===== config.mk =====
export PLATFORM = sky130hd
export DESIGN_NAME = main_mux
export DESIGN_NICKNAME = d
export VERILOG_FILES = /design/src/rtl/main_mux_pkg.sv /design/src/rtl/main_mux_mux4.sv /design/src/rtl/main_mux.sv
export SDC_FILE = /design/constraint.sdc
export NUM_CORES = 1
export LEC_CHECK = 0
export CAP_MARGIN = 40
export CORE_UTILIZATION = 37
export CTS_CLUSTER_DIAMETER = 40
export DETAILED_ROUTE_END_ITERATION = 10
export PLACE_DENSITY = 0.89
export SLEW_MARGIN = 20
export SYNTH_ARGS = -nofsm -noshare
export SYNTH_HDL_FRONTEND = slang
export SYNTH_SLANG_ARGS = --single-unit

===== constraint.sdc =====
create_clock -name clk -period 3.7 [get_ports clk]
set_input_delay 0.74 -clock clk [delete_from_list [all_inputs] [get_ports clk]]
set_output_delay 0.74 -clock clk [all_outputs]
set_load 0.01 [all_outputs]

===== src/rtl/main_mux_pkg.sv =====
// rtl/main_mux_pkg.sv - shared width default and select encodings for main_mux
package main_mux_pkg;

    localparam int DEFAULT_WIDTH = 32;

    localparam logic [1:0] SEL_A0 = 2'b00;
    localparam logic [1:0] SEL_A1 = 2'b01;
    localparam logic [1:0] SEL_A2 = 2'b10;
    localparam logic [1:0] SEL_A3 = 2'b11;

    // SEL1 is the MSB of the select index.
    function automatic logic [1:0] pack_sel(input logic sel1, input logic sel2);
        return {sel1, sel2};
    endfunction

endpackage


===== src/rtl/main_mux_mux4.sv =====
// rtl/main_mux_mux4.sv - combinational 4:1 selector used by main_mux
module mux4
    import main_mux_pkg::*;
#(
    parameter int WIDTH = DEFAULT_WIDTH
) (
    input  logic [WIDTH-1:0] d0,
    input  logic [WIDTH-1:0] d1,
    input  logic [WIDTH-1:0] d2,
    input  logic [WIDTH-1:0] d3,
    input  logic [1:0]       sel,
    output logic [WIDTH-1:0] y
);

    // A case (not a ?: tree) keeps unknowns on unselected inputs out of y.
    always_comb begin
        y = '0;
        unique case (sel)
            SEL_A0: y = d0;
            SEL_A1: y = d1;
            SEL_A2: y = d2;
            SEL_A3: y = d3;
            default: y = '0;
        endcase
    end

endmodule


===== src/rtl/main_mux.sv =====
// rtl/main_mux.sv - 4:1 data selector with a single captured output register stage
module main_mux
    import main_mux_pkg::*;
#(
    parameter int WIDTH = DEFAULT_WIDTH
) (
    input  logic             clk,
    input  logic             rst,
    input  logic [WIDTH-1:0] A0,
    input  logic [WIDTH-1:0] A1,
    input  logic [WIDTH-1:0] A2,
    input  logic [WIDTH-1:0] A3,
    input  logic             SEL1,
    input  logic             SEL2,
    input  logic             in_valid,
    output logic [WIDTH-1:0] C,
    output logic             out_valid,
    output logic [1:0]       out_sel
);

    logic [1:0]       sel;
    logic [WIDTH-1:0] sel_data;

    assign sel = pack_sel(SEL1, SEL2);

    mux4 #(
        .WIDTH (WIDTH)
    ) u_mux4 (
        .d0  (A0),
        .d1  (A1),
        .d2  (A2),
        .d3  (A3),
        .sel (sel),
        .y   (sel_data)
    );

    // Reset wins over a coincident capture; C/out_sel hold while idle.
    always_ff @(posedge clk) begin
        if (rst) begin
            C         <= '0;
            out_sel   <= SEL_A0;
            out_valid <= 1'b0;
        end else begin
            out_valid <= in_valid;
            if (in_valid) begin
                C       <= sel_data;
                out_sel <= sel;
            end
        end
    end

endmodule


==> summary.md <==
| Metric | Value |
|---|---|
| Library cells used by synthesis | 13 |
| Initial Util | 38.19% |
| Peak Freq | 432.6 MHz |
| Synthesized area | 0.002261 mm² |
| Diodes inserted | 0 |
| Final WL | between 6000 and 7000 µm |
| Rows | 28 |
| Number of global-route vias before repair | 2061 |
| RSZ-0062 raised after global routing | no |
| Slew headroom | between 60% and 70% |
| Syn-to-layout area delta | 80.46% |
| Vias | 2166 |
| Final Max Slew Viols | 0 |
| TritonRoute pass-1 iters | 3 |
| Worst setup SP type | input port |
| Mean Syn Cell Area | between 10 and 15 µm² |
| Setup TNS | 0 ns |
| Final setup fails | 0 |
| WP data arrival | 2.52 ns |
| PortBufs | roughly 170 |
| TritonCTS Sinks | 35 |
| Final ANT Viol Nets | 0 |
| Dpl hpwl | around 5200 µm |
| Critical path class | in -> reg |
| Via-to-Cell Ratio | around 5.1 |
| Largest net degree at the start of global routing | 38 |
| Gate Count Post-Synth | around 190 |
| CTS resizes | 0 |
| Final Hold Fails | 0 |
| Grt ovf | 0 |
| CTS root buffer | clkbuf_8 |
| R2R Setup Slk | 2.73 ns |
| Clk pin slew, worst setup/hold paths | 0.07 ns |
| Layout Skew | 0 ns |
| Core area | 0.005921 mm² |
| CTS tree | built |
| Final min period | between 2 and 2.5 ns |
| CTS Hold Buffers Added | 0 |
| Placer Congestion | between 0.7 and 0.8 |
| Tot GR Track Use | 19.72% |
| Die ar. | between 0.006 and 0.007 mm² |
| Die Ht | between 80 and 90 µm |
| Cts bufs inserted | 5 |
| P_leak | between 1.5 and 2 nW |
| Sequential share of the synthesized area | 30.99% |
| Critical Path Fanout Max | 37 |
| Post-Syn Nets | 324 |
| Cell Pwr Density | 268.9 mW/mm² |
| First-pass GRT wire length | 9694 µm |
| Cell taking the most area after synthesis | dfxtp_1 |
| Share of post-route cells with drive strength above 1 | 21.65% |
| Tightest Hold Check Type | reg -> reg |
| Yosys reg bits | 35 |
| Outcome | finished, final reports clean |
| Max Cap Viol | 0 |
| I/O pin total | about 170 |
| Yosys warns | 0 |
| Nets | approximately 480 |
| Tightest Pin Transition | 0.5835 ns |
| Synth top area share | roughly 31% |
| Total power | ~0.0011 W |
| Die width | between 80 and 90 µm |
| Routed wire length per instance | roughly 16 µm |
| Clock Latency Late Sink | approximately 0.29 ns |
| Clk buf depth | 2 |
| Synth top area cells | dfxtp_1 31%, mux2i_1 29%, o221ai_2 20%, or3b_2 12%, buf_2 2.2% |
| H-tree depth | 2 |
| Initial DRC count | 24 |
| VDD IR-drop max | roughly 180 µV |
| Initial antenna violation count | 0 |
| Setup Buffers After CTS | 0 |
| Worst Path Required | ~4 ns |
| DRC | 0 |
| CP endpoint kind | register |
| Tcrit/Tclk final | between 60% and 70% |
==> state kept, by name, summed over array words and instances (netlist names) <==
signal     flops
out_valid      1
C             32
out_sel        2
==> layer usage <==
layer	GRT usage, %	wire [µm]
met3	6.477	707
met5	0	0
met2	36.32	3325
met1	20.56	2562
met4	7.500	93
==> worst paths after layout <==
path / start / end / cells after the start
worst max-delay path: rst / C[8] / 5
worst max register to register: C[10] / C[10] / 2
worst min-delay path: out_sel[0] / out_sel[0] / 2
worst min register to register: out_sel[0] / out_sel[0] / 2
==> stage by stage <==
stage                     hold WS, ns  cell area [µm²]  setup slack [ns]  utilization [%]  instances
after floorplan                0.5313             2261             2.035                -        191
after global placement         0.4733             3933            0.9938            66.42        416
after detailed placement       0.4876             3980             1.092            67.22        418
after CTS                      0.5042             4080             1.401            68.91        426
after global routing           0.5547             4080             1.351            68.91        426
final                          0.4963             4080             1.389            68.91        426
==> placed cells by master, fill, tap and decap left out <==
cell type,synthesis,final
nor2b_1,1,1
clkbuf_8,0,7
or3b_1,2,1
nor2_1,2,2
or3b_2,31,32
buf_12,0,1
dfxtp_1,35,35
o221ai_1,2,2
nand3b_1,1,1
clkbuf_1,6,1
buf_4,2,5
o221ai_2,30,30
buf_16,0,1
mux2i_1,66,66
clkdlybuf4s50_1,0,166
==> where the power goes <==
part | total, W | switching [W] | internal (W)
logic | 0.000368 | 0.000126 | 0.000241
registers | 0.000420 | 0.0000138 | 0.000406
clock network | 0.000309 | 0.000139 | 0.000170
total | 0.00110 | 0.000280 | 0.000817
==> synth_stat cells <==
cell / count
mux2i_1: 66
dfxtp_1: 35
or3b_2: 31
o221ai_2: 30
buf_2: 10
clkbuf_1: 6
buf_6: 3
buf_4: 2
nor2_1: 2
o221ai_1: 2
or3b_1: 2
nand3b_1: 1
nor2b_1: 1
==> final cells by class <==
type                       instances  area [µm²]
clock buffer                       8       100.1
fill                             487        1841
multi-input combinational        135        1439
sequential                        35       700.7
tap                               75       93.84
timing repair buffer             173        1747
==> kinds of logic after synthesis <==
logic type,count (synthesis),synth area share (%)
flip-flops,35,30.99
AO/OA/AOI/OAI,32,20.70
multiplexers,66,29.22
AND/OR/NAND/NOR,37,13.72
buffers and inverters,21,5.368
==> critical path, cell delays in order <==
cell and delay [ns]:
clkdlybuf4s50_1 0.39, buf_4 0.23, or3b_2 0.74, buf_16 0.26, o221ai_2 0.14
Note: power is estimated with default switching activity, not from simulation.
